`config.mk`:
```
export PLATFORM = sky130hd
export DESIGN_NAME = adxl362_registers_flat
export DESIGN_NICKNAME = d
export VERILOG_FILES = /design/src/rtl/adxl362_registers_pkg.sv /design/src/rtl/adxl362_registers_if.sv /design/src/rtl/adxl362_registers_int_map.sv /design/src/rtl/adxl362_registers.sv /design/src/flat_wrapper.sv
export SDC_FILE = /design/constraint.sdc
export NUM_CORES = 1
export LEC_CHECK = 0
export CELL_PAD_IN_SITES_DETAIL_PLACEMENT = 1
export CELL_PAD_IN_SITES_GLOBAL_PLACEMENT = 1
export CORE_ASPECT_RATIO = 0.75
export CORE_MARGIN = 5
export CORE_UTILIZATION = 25
export CTS_BUF_LIST = sky130_fd_sc_hd__clkbuf_2 sky130_fd_sc_hd__clkbuf_4 sky130_fd_sc_hd__clkbuf_8
export DETAILED_ROUTE_END_ITERATION = 10
export PLACE_DENSITY_LB_ADDON = 0.2
export SYNTH_ARGS = -nofsm -noshare
export SYNTH_HDL_FRONTEND = slang
export SYNTH_HIERARCHICAL = 1
export SYNTH_SLANG_ARGS = --single-unit
```
`constraint.sdc`:
```
create_clock -name clk -period 4.2 [get_ports clk]
set_input_delay 0.63 -clock clk [delete_from_list [all_inputs] [get_ports clk]]
set_output_delay 0.63 -clock clk [all_outputs]
set_load 0.02 [all_outputs]
```
`src/rtl/adxl362_registers_pkg.sv`:
```
// Shared address map, ID constants and sample record for the ADXL362 register bank model.
// Also provides the write-mask helper for the partially writable R/W registers.
package adxl362_pkg;

  localparam logic [5:0] ADDR_DEVID_AD      = 6'h00;
  localparam logic [5:0] ADDR_DEVID_MST     = 6'h01;
  localparam logic [5:0] ADDR_PARTID        = 6'h02;
  localparam logic [5:0] ADDR_REVID         = 6'h03;
  localparam logic [5:0] ADDR_XDATA         = 6'h08;
  localparam logic [5:0] ADDR_YDATA         = 6'h09;
  localparam logic [5:0] ADDR_ZDATA         = 6'h0A;
  localparam logic [5:0] ADDR_STATUS        = 6'h0B;
  localparam logic [5:0] ADDR_FIFO_ENT_L    = 6'h0C;
  localparam logic [5:0] ADDR_FIFO_ENT_H    = 6'h0D;
  localparam logic [5:0] ADDR_XDATA_L       = 6'h0E;
  localparam logic [5:0] ADDR_XDATA_H       = 6'h0F;
  localparam logic [5:0] ADDR_YDATA_L       = 6'h10;
  localparam logic [5:0] ADDR_YDATA_H       = 6'h11;
  localparam logic [5:0] ADDR_ZDATA_L       = 6'h12;
  localparam logic [5:0] ADDR_ZDATA_H       = 6'h13;
  localparam logic [5:0] ADDR_TEMP_L        = 6'h14;
  localparam logic [5:0] ADDR_TEMP_H        = 6'h15;
  localparam logic [5:0] ADDR_SOFT_RESET    = 6'h1F;
  localparam logic [5:0] ADDR_THRESH_ACT_L  = 6'h20;
  localparam logic [5:0] ADDR_THRESH_ACT_H  = 6'h21;
  localparam logic [5:0] ADDR_TIME_ACT      = 6'h22;
  localparam logic [5:0] ADDR_THRESH_INACT_L = 6'h23;
  localparam logic [5:0] ADDR_THRESH_INACT_H = 6'h24;
  localparam logic [5:0] ADDR_TIME_INACT_L  = 6'h25;
  localparam logic [5:0] ADDR_TIME_INACT_H  = 6'h26;
  localparam logic [5:0] ADDR_ACT_INACT_CTL = 6'h27;
  localparam logic [5:0] ADDR_FIFO_CONTROL  = 6'h28;
  localparam logic [5:0] ADDR_FIFO_SAMPLES  = 6'h29;
  localparam logic [5:0] ADDR_INTMAP1       = 6'h2A;
  localparam logic [5:0] ADDR_INTMAP2       = 6'h2B;
  localparam logic [5:0] ADDR_FILTER_CTL    = 6'h2C;
  localparam logic [5:0] ADDR_POWER_CTL     = 6'h2D;
  localparam logic [5:0] ADDR_SELF_TEST     = 6'h2E;

  localparam logic [7:0] DEVID_AD  = 8'hAD;
  localparam logic [7:0] DEVID_MST = 8'h1D;
  localparam logic [7:0] PARTID    = 8'hF2;

  localparam logic [7:0] SOFT_RESET_KEY = 8'h52;
  localparam logic [1:0] MEASURE_MODE   = 2'b10;

  localparam int STATUS_DATA_READY = 0;
  localparam int STATUS_AWAKE      = 6;

  typedef struct packed {
    logic signed [11:0] x;
    logic signed [11:0] y;
    logic signed [11:0] z;
    logic signed [11:0] t;
  } sample_set_t;

  function automatic logic [7:0] rw_mask(input logic [5:0] addr);
    case (addr)
      ADDR_THRESH_ACT_H, ADDR_THRESH_INACT_H: rw_mask = 8'h07;
      ADDR_SELF_TEST:                         rw_mask = 8'h01;
      default:                                rw_mask = 8'hFF;
    endcase
  endfunction

endpackage

```
`src/rtl/adxl362_registers_if.sv`:
```
// Clock-domain register bus between the SPI block (master) and the register bank (slave).
interface adxl362_registers_if;
  logic [5:0] address;
  logic [7:0] data_write;
  logic       write;
  logic       read;
  logic [7:0] data_read;

  modport master (output address, output data_write, output write, output read, input data_read);
  modport slave  (input address, input data_write, input write, input read, output data_read);
endinterface

```
`src/rtl/adxl362_registers_int_map.sv`:
```
// One interrupt pin: masks DATA_READY with an INTMAP byte, applies polarity, registers the level.
module adxl362_int_map (
  input  logic       clk,
  input  logic       rst_n,
  input  logic [7:0] i_intmap,
  input  logic       i_data_ready,
  output logic       o_int
);

  logic w_raw;
  logic r_int;

  assign w_raw = |(i_intmap[6:0] & {6'b0, i_data_ready});
  assign o_int = r_int;

  always_ff @(posedge clk or negedge rst_n) begin
    if (!rst_n) r_int <= 1'b0;
    else        r_int <= w_raw ^ i_intmap[7];
  end

endmodule

```
`src/rtl/adxl362_registers.sv`:
```
// ADXL362 model register bank: ID/config/status/data registers with coherent 16-bit reads.
// Optional SOFT_RESET register at 0x1F enabled by defining ADXL362_SOFT_RESET_EN.
module adxl362_registers
  import adxl362_pkg::*;
#(
  parameter logic [7:0] REVID          = 8'h01,
  parameter logic [7:0] FILTER_CTL_RST = 8'h13
) (
  input  logic                      clk,
  input  logic                      rst_n,
  adxl362_registers_if.slave        bus,
  input  logic                      sample_valid,
  input  logic signed [11:0]        x_sample,
  input  logic signed [11:0]        y_sample,
  input  logic signed [11:0]        z_sample,
  input  logic signed [11:0]        temp_sample,
  output logic                      int1,
  output logic                      int2
);

  logic [7:0]  r_rw [15];
  sample_set_t r_data;
  sample_set_t r_snap;
  logic        r_data_ready;
  logic [7:0]  r_data_read;

  logic        w_in_rw;
  logic [3:0]  w_rw_idx;
  logic        w_awake;
  logic        w_accept;
  logic        w_data_rd;
  logic        w_lo_rd;
  logic        w_soft_rst;
  logic [7:0]  w_status;
  logic [7:0]  w_rd_val;

  function automatic logic [7:0] rw_rst(input int idx);
    rw_rst = (idx == int'(ADDR_FILTER_CTL[3:0])) ? FILTER_CTL_RST : 8'h00;
  endfunction

  function automatic logic [7:0] hi_byte(input logic signed [11:0] v);
    hi_byte = {{4{v[11]}}, v[11:8]};
  endfunction

  // R/W block starts on a 16-byte boundary, so the low nibble is the array index
  assign w_in_rw   = (bus.address >= ADDR_THRESH_ACT_L) && (bus.address <= ADDR_SELF_TEST);
  assign w_rw_idx  = bus.address[3:0];
  assign w_awake   = (r_rw[ADDR_POWER_CTL[3:0]][1:0] == MEASURE_MODE);
  assign w_accept  = sample_valid && w_awake;
  assign w_data_rd = bus.read && (bus.address >= ADDR_XDATA) && (bus.address <= ADDR_TEMP_H);
  assign w_lo_rd   = bus.read && ((bus.address == ADDR_XDATA_L) || (bus.address == ADDR_YDATA_L) ||
                                  (bus.address == ADDR_ZDATA_L) || (bus.address == ADDR_TEMP_L));
  assign w_status  = 8'(r_data_ready) << STATUS_DATA_READY | 8'(w_awake) << STATUS_AWAKE;

`ifdef ADXL362_SOFT_RESET_EN
  assign w_soft_rst = bus.write && (bus.address == ADDR_SOFT_RESET) && (bus.data_write == SOFT_RESET_KEY);
`else
  assign w_soft_rst = 1'b0;
`endif

  always_comb begin
    w_rd_val = 8'h00;
    if (w_in_rw) begin
      w_rd_val = r_rw[w_rw_idx];
    end else begin
      case (bus.address)
        ADDR_DEVID_AD:  w_rd_val = DEVID_AD;
        ADDR_DEVID_MST: w_rd_val = DEVID_MST;
        ADDR_PARTID:    w_rd_val = PARTID;
        ADDR_REVID:     w_rd_val = REVID;
        ADDR_XDATA:     w_rd_val = r_data.x[11:4];
        ADDR_YDATA:     w_rd_val = r_data.y[11:4];
        ADDR_ZDATA:     w_rd_val = r_data.z[11:4];
        ADDR_STATUS:    w_rd_val = w_status;
        // low bytes come from live data, high bytes from the snapshot taken by the low-byte read
        ADDR_XDATA_L:   w_rd_val = r_data.x[7:0];
        ADDR_XDATA_H:   w_rd_val = hi_byte(r_snap.x);
        ADDR_YDATA_L:   w_rd_val = r_data.y[7:0];
        ADDR_YDATA_H:   w_rd_val = hi_byte(r_snap.y);
        ADDR_ZDATA_L:   w_rd_val = r_data.z[7:0];
        ADDR_ZDATA_H:   w_rd_val = hi_byte(r_snap.z);
        ADDR_TEMP_L:    w_rd_val = r_data.t[7:0];
        ADDR_TEMP_H:    w_rd_val = hi_byte(r_snap.t);
        default:        w_rd_val = 8'h00;
      endcase
    end
  end

  always_ff @(posedge clk or negedge rst_n) begin
    if (!rst_n) begin
      for (int i = 0; i < 15; i++) r_rw[i] <= rw_rst(i);
      r_data       <= '0;
      r_snap       <= '0;
      r_data_ready <= 1'b0;
    end else if (w_soft_rst) begin
      for (int i = 0; i < 15; i++) r_rw[i] <= rw_rst(i);
      r_data       <= '0;
      r_snap       <= '0;
      r_data_ready <= 1'b0;
    end else begin
      if (bus.write && w_in_rw) r_rw[w_rw_idx] <= bus.data_write & rw_mask(bus.address);
      if (w_accept) r_data <= '{x: x_sample, y: y_sample, z: z_sample, t: temp_sample};
      if (w_lo_rd)  r_snap <= r_data;
      // a sample landing on the same edge as a data read keeps DATA_READY set
      if (w_accept)       r_data_ready <= 1'b1;
      else if (w_data_rd) r_data_ready <= 1'b0;
    end
  end

  always_ff @(posedge clk or negedge rst_n) begin
    if (!rst_n)                       r_data_read <= 8'h00;
    else if (bus.read && !w_soft_rst) r_data_read <= w_rd_val;
  end

  assign bus.data_read = r_data_read;

  adxl362_int_map u_int1 (
    .clk          (clk),
    .rst_n        (rst_n),
    .i_intmap     (r_rw[ADDR_INTMAP1[3:0]]),
    .i_data_ready (r_data_ready),
    .o_int        (int1)
  );

  adxl362_int_map u_int2 (
    .clk          (clk),
    .rst_n        (rst_n),
    .i_intmap     (r_rw[ADDR_INTMAP2[3:0]]),
    .i_data_ready (r_data_ready),
    .o_int        (int2)
  );

endmodule

```
`src/flat_wrapper.sv`:
```
// flat-port wrapper written by rule: the top's interface ports become plain ports
module adxl362_registers_flat import adxl362_pkg::*;
#(
  parameter logic [7:0] REVID          = 8'h01,
  parameter logic [7:0] FILTER_CTL_RST = 8'h13
)
  (clk, rst_n, sample_valid, x_sample, y_sample, z_sample, temp_sample, int1, int2, bus_address, bus_data_write, bus_write, bus_read, bus_data_read);
  adxl362_registers_if bus_i ();
  input  logic clk;
  input  logic rst_n;
  input  logic sample_valid;
  input  logic signed [11:0] x_sample;
  input  logic signed [11:0] y_sample;
  input  logic signed [11:0] z_sample;
  input  logic signed [11:0] temp_sample;
  output logic int1;
  output logic int2;
  input wire logic [$bits(bus_i.address)-1:0] bus_address;
  input wire logic [$bits(bus_i.data_write)-1:0] bus_data_write;
  input wire logic [$bits(bus_i.write)-1:0] bus_write;
  input wire logic [$bits(bus_i.read)-1:0] bus_read;
  output wire logic [$bits(bus_i.data_read)-1:0] bus_data_read;
  assign bus_i.address = bus_address;
  assign bus_i.data_write = bus_data_write;
  assign bus_i.write = bus_write;
  assign bus_i.read = bus_read;
  assign bus_data_read = bus_i.data_read;
  adxl362_registers #(.REVID(REVID), .FILTER_CTL_RST(FILTER_CTL_RST)) u_core (.clk(clk), .rst_n(rst_n), .bus(bus_i), .sample_valid(sample_valid), .x_sample(x_sample), .y_sample(y_sample), .z_sample(z_sample), .temp_sample(temp_sample), .int1(int1), .int2(int2));
endmodule
```
Yosys cells after proc, flatten, opt, wreduce, memory -nomap -nowiden
Index checks and enable logic that the tools add are counted.
W data, S select, Z words.
- bits in registers: 227
- bits in latches: 0
- RAM bits: 0
- bits in read-only memories: 0
- output and inout port bits: 10
- word-level logic and storage cells: 86
- memories: 0
- $add $sub $neg: 0
- multiply operators: 0
- div/mod/pow operators: 0
- magnitude comparators: 6
- equal/unequal tests: 19
- shift-type cells: 0
- multiplexer cells: 12
- bitwise logic cells: 7
- reductions and logical operators: 15
- operator list (kind ; count):
    $pmux W8 S16 ; 1
    $bwmux W120 ; 1
    $mux W8 ; 5
    $eq A6 B4 Y1 const B ; 6
    $eq A6 B5 Y1 const B ; 6
    $bmux W8 S4 ; 1
    $demux W8 S4 ; 1
    $eq A6 B6 Y1 const B ; 3
    $pmux W8 S2 ; 1
    $and A7 B1 Y7 ; 2
    $reduce_or A7 Y1 ; 2
    $eq A6 B2 Y1 const B ; 2
    $and A8 B8 Y8 ; 1
    $logic_and A1 B1 Y1 ; 7
    $or A1 B7 Y7 ; 1
    $eq A6 B1 Y1 const B ; 1
    $ge A6 B4 Y1 const B ; 1
    $ge A6 B6 Y1 const B ; 1
    $le A6 B5 Y1 const B ; 1
    $le A6 B6 Y1 const B ; 1
    $logic_not A6 Y1 ; 1
    $ge A5 B5 Y1 const B ; 1
    $lt A5 B1 Y1 const B ; 1
    $not A4 Y5 ; 1
    other kinds (6) ; 10

Logic depth before layout (Yosys ltp)
Gate-level depths: netlist of the first run.
- depth in word-level cells: 6
- mapped depth: 9
- mapped depth without buffers: 5

Modules after synthesis
The synthesis of the first run kept the hierarchy.
- by module, submodules not included (module ; instances ; cells each ; area each (um^2)):
    adxl362_registers ; 1 ; 698 ; 9056.2
    adxl362_int_map ; 2 ; 3 ; 37.5

Worst setup path after synthesis of the first run
OpenSTA, ideal clock, no wires.
- path kind: input to register
- from: input bus_address[2]
- to: register u_core.r_data_read[7], in the netlist u_core/bus.data_read[7]
- library setup time: 126 ps
- arrival time: 2056 ps
- path slack: 2018 ps
- stages on the path: 7
- path through: buf_2 > buf_2 > buf_2 > mux4_2 > o211ai_1 > nand4_1 > o32a_1
- word-level cells in the longest chain between the ends: 5
- ends and longest elaborated chain (element ; line ; RTL):
    start: declaration ; flat_wrapper.sv:18 ; input wire logic [$bits(bus_i.address)-1:0] bus_address;
    $not A4 Y5 (not written as such) ; adxl362_registers.sv:64 ; w_rd_val = r_rw[w_rw_idx];
    $bmux W8 S4 ; adxl362_registers.sv:64 ;
    $mux W8 (not written as such) (2 in a row) ; adxl362_registers.sv:64 ;
    $mux W8 * ; adxl362_registers.sv:63 ; if (w_in_rw) begin
    end signal: assignment ; adxl362_registers.sv:112 ; else if (bus.read && !w_soft_rst) r_data_read <= w_rd_val;
    end: declaration ; adxl362_registers.sv:25 ; logic [7:0] r_data_read;
Mark *: on every way between the ends. The rest lies on a longest branch, timed or not. The select of a mux whose other input is x is not followed.
A chain may end at the register's enable or synchronous reset.

Worst setup path in the final report of the first run
- from: input bus_address[4]
- to: register u_core.r_data_read[7], in the netlist u_core/bus.data_read[7]
- word-level cells in the longest chain between the ends: 3
- ends and longest elaborated chain (element ; line ; RTL):
    $ge A6 B6 Y1 (tied with other cells) ; adxl362_registers.sv:46 ; assign w_in_rw = (bus.address >= ADDR_THRESH_ACT_L) && (bus.address <= ADDR_SELF_TEST);
    $logic_and A1 B1 Y1 / $pmux W8 S16 (equally long branches) ; adxl362_registers.sv:46, adxl362_registers.sv:66 ;
    $mux W8 * ; adxl362_registers.sv:63 ;
Mark *: on every way between the ends. The rest lies on a longest branch, timed or not.

==> flow_summary_export.csv, run 1 <==
group,metric,value,unit
synthesis,synthTopCellsByCount,"dfrtp_1, mux2_2, nand2_1, o21ai_0, clkbuf_1",
placement,io_buffer_count,76,
synthesis,synth_area_per_cell,13.0,µm²
setup_path,crit_family,"simple AND/OR/NAND/NOR gates",
final_layout,fillCellCount,3856,
clock_network,cts_hold_buf,0,
die,die_area,40500,µm²
power_and_ir_drop,switchingPower,1.40,mW
synthesis,netlist_area,9130,µm²
timing,finalSetupTns,0,ns
die,rows,60,
power_and_ir_drop,power.density,456,nW/µm²
setup_path,cp_slowest_cell,"nor3_1",
timing,max_slew.worst_pin.slew,1.00,ns
detailed_routing,num_vias,6062,
clock_network,worstSkewPairLatency,0.50,ns
setup_path,critical_path_required,4.64,ns
timing,hold_viol,0,
power_and_ir_drop,p_sw_frac,0.284,
clock_network,clkTransAtPathRegs,0.10,ns
clock_network,clkSinkCount,195,
synthesis,yosysSeqAreaShare,0.535,
detailed_routing,routedWlPerCell,23.2,µm
power_and_ir_drop,pwr-share-clk,0.294,
synthesis,yosys_warnings,6,
clock_network,postCtsSetupBuffers,0,
final_layout,seq_area,4880,µm²
detailed_routing,drt_pass1_iterations,5,
synthesis,synth_most_common_cell,"dfrtp_1",
global_route,antenna_found_initial,2,
synthesis,ys.flop_type,"dfrtp_1",
die,die_w,231,µm
timing,slew_headroom,0.332,
power_and_ir_drop,ir_worst_vdd,202,µV
placement,dp.final_hpwl,20400,µm
timing,skew,0.0144,ns
final_layout,fin_nets,836,
die,core_area,36000,µm²
global_route,grt_remaining_overflow,0,
placement,routabilityCongestion,0.789,
synthesis,synth_edf_count,0,
detailed_routing,drc,0,
power_and_ir_drop,finalPower,4.94,mW
final_layout,syn_to_final_growth,18.8,%
detailed_routing,antenna_left,0,
setup_path,r2r-end,"u_core/bus.data_read[7]",
synthesis,syn_inst,704,
setup_path,rrSetupSlack,2.23,ns
run,drv_cap,0,
clock_network,numCtsBuffers,17,
timing,rsz0062_at_grt,"no",
global_route,grt_use_total,0.146,
die,ios,77,
synthesis,synth_area_leaders,"dfrtp_1, mux2_2, mux4_2",
setup_path,worstPathMaxFanout,14,
power_and_ir_drop,p_leak,4.66,nW
final_layout,layout-drive-gt1-share,0.299,
clock_network,clockRootBuffer,"clkbuf_8",
power_and_ir_drop,p_int,3.54,mW
synthesis,netlist.area_leader.share,0.526,
timing,fmax,362,MHz
synthesis,ys_ff_latch,195,
clock_network,htree_levels,4,
synthesis,syn_nets,771,
detailed_routing,drtIter0Drc,406,
detailed_routing,wl,29000,µm
final_layout,multi_input_area,3980,µm²
timing,period_share,0.658,
synthesis,synth_area_leader_cell,"dfrtp_1",
clock_network,cts_resized,0,
timing,finalSetupViolCount,0,
setup_path,worst_setup_path_start_kind,"input port",
timing,fin_crit,2.77,ns
setup_path,cp_cell_sequence,"clkdlybuf4s50_1, or2_2, nor3_1, a221oi_2, o211ai_1, o32a_1",
power_and_ir_drop,p_seq_frac,0.532,
clock_network,cts_tree,"built",
run_status,status,"finished clean",
detailed_routing,via_per_inst,4.86,
setup_path,cp-end-kind,"flop",
global_route,grt_max_degree,83,
setup_path,crit_buf_inv,1,
die,die_h,176,µm
global_route,grt_pass1_wl,44100,µm
timing,drv_slew,0,
power_and_ir_drop,pwr-share-comb,0.173,
global_route,grt_pass1_vias,6476,
setup_path,r2r_start,"u_core/r_snap[23]",
synthesis,ys_types,64,
clock_network,cts_max_path_buffers,2,
setup_path,cpPeakStageDelay,0.79,ns
setup_path,critical_path_arrival,3.20,ns
synthesis,ys_async_sr_fraction,1.00,
setup_path,crit_type,"in2reg",
setup_path,reg2reg_depth,5,
min_path,hold_class,"in2async",
die,initial_utilization,0.254,
cells in the final DEF, fill, tap and decap left out, types with 3 or more instances in the layout:
| cell type | synthesis | routed |
|---|---|---|
| a22oi_1 | 14 | 14 |
| nand2b_1 | 6 | 6 |
| mux4_2 | 22 | 22 |
| inv_1 | 3 | 3 |
| nand3_1 | 16 | 16 |
| clkinvlp_4 | 0 | 3 |
| dfstp_2 | 3 | 3 |
| nand4_1 | 3 | 3 |
| o21ai_0 | 30 | 30 |
| nand3b_1 | 4 | 4 |
| nor2_1 | 14 | 14 |
| clkdlybuf4s50_1 | 0 | 72 |
| dfrtp_1 | 192 | 192 |
| o211ai_1 | 6 | 6 |
| a32oi_1 | 3 | 3 |
| mux2_1 | 10 | 10 |
| mux2i_1 | 13 | 13 |
| nor3_1 | 4 | 4 |
| a22o_1 | 4 | 4 |
| and2_0 | 5 | 5 |
| or3_1 | 3 | 3 |
| a21oi_1 | 9 | 9 |
| a31oi_1 | 3 | 3 |
| xnor2_1 | 3 | 3 |
| bufinv_16 | 0 | 5 |
| nor2_2 | 8 | 8 |
| mux2_2 | 135 | 135 |
| buf_4 | 7 | 20 |
| o32a_1 | 6 | 6 |
| and2_1 | 16 | 16 |
| o211a_1 | 3 | 3 |
| and3_1 | 11 | 11 |
| o21ai_1 | 9 | 9 |
| nor2b_1 | 11 | 11 |
| nand2_1 | 51 | 51 |
| clkbuf_8 | 0 | 19 |
power by group through the flow:
| stage | registers (mW) | clock network (mW) | logic, mW |
|---|---|---|---|
| after global routing | 2.68 | 1.59 | 0.947 |
| after CTS | 2.63 | 1.52 | 0.871 |
| after floorplan | 2.52 | 0 | 0.586 |
| after detailed placement | 2.67 | 0 | 0.867 |
| final | 2.63 | 1.46 | 0.857 |
| after global placement | 2.66 | 0 | 0.849 |
worst max path at each step:
stage                               from                      end  slack, ns  cells past startpoint
after floorplan           bus_address[2]  u_core/bus.data_read[7]       2.02                      7
after global placement    bus_address[3]  u_core/bus.data_read[5]       0.96                      7
after detailed placement  bus_address[3]        u_core/r_snap[47]       0.90                      7
after CTS                 bus_address[3]        u_core/r_snap[47]       1.46                      7
after global routing      bus_address[3]  u_core/bus.data_read[5]       1.31                      7
final                     bus_address[4]  u_core/bus.data_read[7]       1.43                      6
sequential cells by signal, indices dropped and copies added, names as in the netlist:
signal and flops:
u_core/r_rw 120, u_core/bus.data_read 8, u_core/u_int1/o_int 1, u_core/r_data 48, u_core/r_snap 16, u_core/u_int2/o_int 1
u_core/r_data_ready 1
logic make-up after synthesis:
group,after synthesis,share of synthesized area
xor+xnor,3,0.00288
flops,195,0.535
simple gates,168,0.101
mux,182,0.253
buf+inv,53,0.0296
compound gates,103,0.0782
layout make-up:
class | instances | share of cell area
antenna | 1 | 0.000231
tap | 465 | 0.0537
clock buffer | 20 | 0.0242
inverter | 3 | 0.00104
multi-input combinational | 456 | 0.367
timing repair buffer | 96 | 0.0843
sequential | 195 | 0.450
clock inverter | 12 | 0.0188
per-layer routing:
metal / vias to the layer above / wire length, µm / track usage
li1: 2703 / - / -
met1: 3222 / 15300 / 0.232
met2: 117 / 11800 / 0.196
met3: 20 / 1550 / 0.0368
met4: 0 / 328 / 0.0319
met5: - / 0 / 0
per-stage QoR:
step           utilization  cell area (µm²)  worst slack, ns  hold slack (ns)  cells
5_1_grt              0.301            10800             1.31            0.210   1247
4_1_cts              0.301            10800             1.46            0.181   1247
3_5_place_dp         0.289            10400            0.904            0.467   1215
6_report             0.302            10800             1.43            0.194   1248
2_1_floorplan            -             9130             2.02            0.334    704
3_3_place_gp         0.289            10400            0.964            0.460   1215
Power figures use the tool's default switching activity.
==> run 2: changes to the inputs <==
- clock period: 4.2 -> 2.75 ns (I/O delays scaled with it)
==> run 2 against run 1 <==
Net effect: via count rose by 3.6%; hold slack better by 0.28 ns; non-clock buffer count rose by 53.
==> flow_summary_export.csv, run 2 (synthesized netlist as in run 1, its figures left out) <==
group,metric,value,unit
final_layout,syn_to_final_growth,23.7,%
placement,routabilityCongestion,0.843,
power_and_ir_drop,switchingPower,2.21,mW
final_layout,top_regs,"u_core/r_rw: 120 flops, u_core/r_data: 48 flops, u_core/r_snap: 16 flops",
global_route,antenna_found_initial,0,
setup_path,critical_path_arrival,2.83,ns
clock_network,worstSkewPairLatency,0.50,ns
final_layout,fin_nets,889,
clock_network,numCtsBuffers,17,
final_layout,seq_area,4880,µm²
setup_path,crit_type,"in2reg",
final_layout,postLayoutCoreUtil,0.314,
power_and_ir_drop,pwr-share-comb,0.186,
global_route,grt_use_total,0.150,
detailed_routing,drtIter0Drc,376,
global_route,grt_pass1_vias,6758,
final_layout,antennaDiodeCount,0,
power_and_ir_drop,p_leak,4.94,nW
die,ios,77,
timing,finalSetupTns,0,ns
setup_path,worst_setup_path_start_kind,"input port",
final_layout,layout-drive-gt1-share,0.343,
clock_network,clkTransAtPathRegs,0.11,ns
power_and_ir_drop,p_int,5.17,mW
final_layout,final_common_cell,"dfrtp_1",
timing,finalSetupViolCount,0,
timing,holdWs,0.470,ns
power_and_ir_drop,p_sw_frac,0.300,
timing,fmax,409,MHz
detailed_routing,drt_pass1_iterations,5,
clock_network,postCtsSetupBuffers,0,
power_and_ir_drop,pwr-share-clk,0.268,
clock_network,clockRootBuffer,"clkbuf_8",
timing,fin_crit,2.44,ns
timing,max_slew.worst_pin.slew,1.17,ns
power_and_ir_drop,p_seq_frac,0.546,
detailed_routing,num_vias,6281,
timing,slew_headroom,0.220,
timing,period_share,0.888,
global_route,grt_pass1_wl,45400,µm
timing,skew,0.0122,ns
final_layout,multi_input_area,3980,µm²
final_layout,final_cell_mix,"dfrtp_1, mux2_2, clkdlybuf4s50_1",
run_status,status,"finished clean",
setup_path,worstPathMaxFanout,10,
timing,hold_viol,0,
global_route,grt_max_degree,72,
die,initial_utilization,0.254,
clock_network,cts_tree,"built",
final_layout,top_register,"u_core/r_rw",
die,rows,60,
placement,io_buffer_count,76,
detailed_routing,via_per_inst,4.83,
run,drv_cap,0,
detailed_routing,drc,0,
setup_path,cp-end-kind,"flop",
die,die_w,231,µm
placement,post-place-ws,-0.135,ns
setup_path,critical_path_required,3.14,ns
die,core_area,36000,µm²
power_and_ir_drop,ir_worst_vdd,300,µV
placement,dp.final_hpwl,22000,µm
power_and_ir_drop,power.density,653,nW/µm²
clock_network,clkSinkCount,195,
clock_network,cts_resized,0,
detailed_routing,antenna_left,0,
detailed_routing,wl,29700,µm
timing,rsz0062_at_grt,"no",
die,die_h,176,µm
die,die_area,40500,µm²
clock_network,htree_levels,4,
timing,drv_slew,0,
timing,fin_ws,0.308,ns
detailed_routing,routedWlPerCell,22.8,µm
final_layout,fillCellCount,3816,
min_path,hold_class,"in2async",
global_route,grt_remaining_overflow,0,
final_layout,largest_reg_flops,120,
clock_network,cts_max_path_buffers,2,
==> run 2: cell types whose count changed in the layout (fill, tap and decap cells not counted) <==
| cell | before | now |
|---|---|---|
| buf_12 | 1 | 10 |
| buf_4 | 20 | 63 |
| bufinv_16 | 5 | 2 |
| clkbuf_4 | 2 | 1 |
| clkbuf_8 | 19 | 18 |
| clkinv_4 | 2 | 3 |
| clkinv_8 | 0 | 1 |
| clkinvlp_4 | 3 | 1 |
| diode_2 | 1 | 0 |
| dlygate4sd3_1 | 0 | 1 |
| inv_6 | 1 | 5 |
| inv_8 | 0 | 1 |
==> run 2: final cells by class <==
| cell class | instances | share of cell area |
|---|---|---|
| sequential | 195 | 0.432 |
| multi-input combinational | 456 | 0.353 |
| clock inverter | 14 | 0.0151 |
| clock buffer | 18 | 0.0214 |
| inverter | 3 | 0.000997 |
| timing repair buffer | 149 | 0.126 |
| tap | 465 | 0.0515 |
==> run 2: final timing paths <==
check,from,to,slack (ns),cells past startpoint
max,bus_address[4],u_core/bus.data_read[6],0.31,7
min,rst_n,u_core/r_rw[102],0.47,2
max reg2reg,u_core/r_rw[90],u_core/bus.data_read[2],0.84,5
min reg2reg,u_core/r_rw[98],u_core/r_rw[98],0.48,2
max in group asynchronous,rst_n,u_core/bus.data_read[1],1.45,3
min in group clk,u_core/r_rw[98],u_core/r_rw[98],0.48,2
==> run 2: timing repair <==
item | CTS | global route
endpoints found under the hold margin | 62 | 0
endpoints found under the setup margin | 0 | 0
hold buffers | 1 | 0
==> run 2: power groups by stage <==
stage          logic, mW  clock network [mW]  registers, mW
3_3_place_gp        1.36                   0           4.07
2_1_floorplan      0.894                   0           3.85
5_1_grt             1.51                2.19           4.10
4_1_cts             1.39                2.07           4.03
6_report            1.37                1.98           4.03
3_5_place_dp        1.38                   0           4.08
==> run 2: worst max-delay path: stages <==
cell and delay [ns]:
clkdlybuf4s50_1 0.60, buf_4 0.25, or4b_1 0.30, nor2_2 0.14
a2111oi_1 0.61, nand4_1 0.16, o32a_1 0.36
==> run 2: routing by layer <==
| layer | GRT usage | vias to the layer above | wire, µm |
|---|---|---|---|
| li1 | - | 2825 | - |
| met1 | 0.239 | 3350 | 15900 |
| met2 | 0.210 | 91 | 12500 |
| met3 | 0.0304 | 15 | 1020 |
| met4 | 0.0272 | 0 | 234 |
| met5 | 0 | - | 0 |
==> run 2: stage by stage <==
stage,power [mW],instances,instance area (µm²)
after global routing,7.80,1300,11300
after detailed placement,5.46,1267,10900
after CTS,7.49,1300,11300
final,7.38,1300,11300
after global placement,5.43,1267,10900
after floorplan,4.74,704,9130
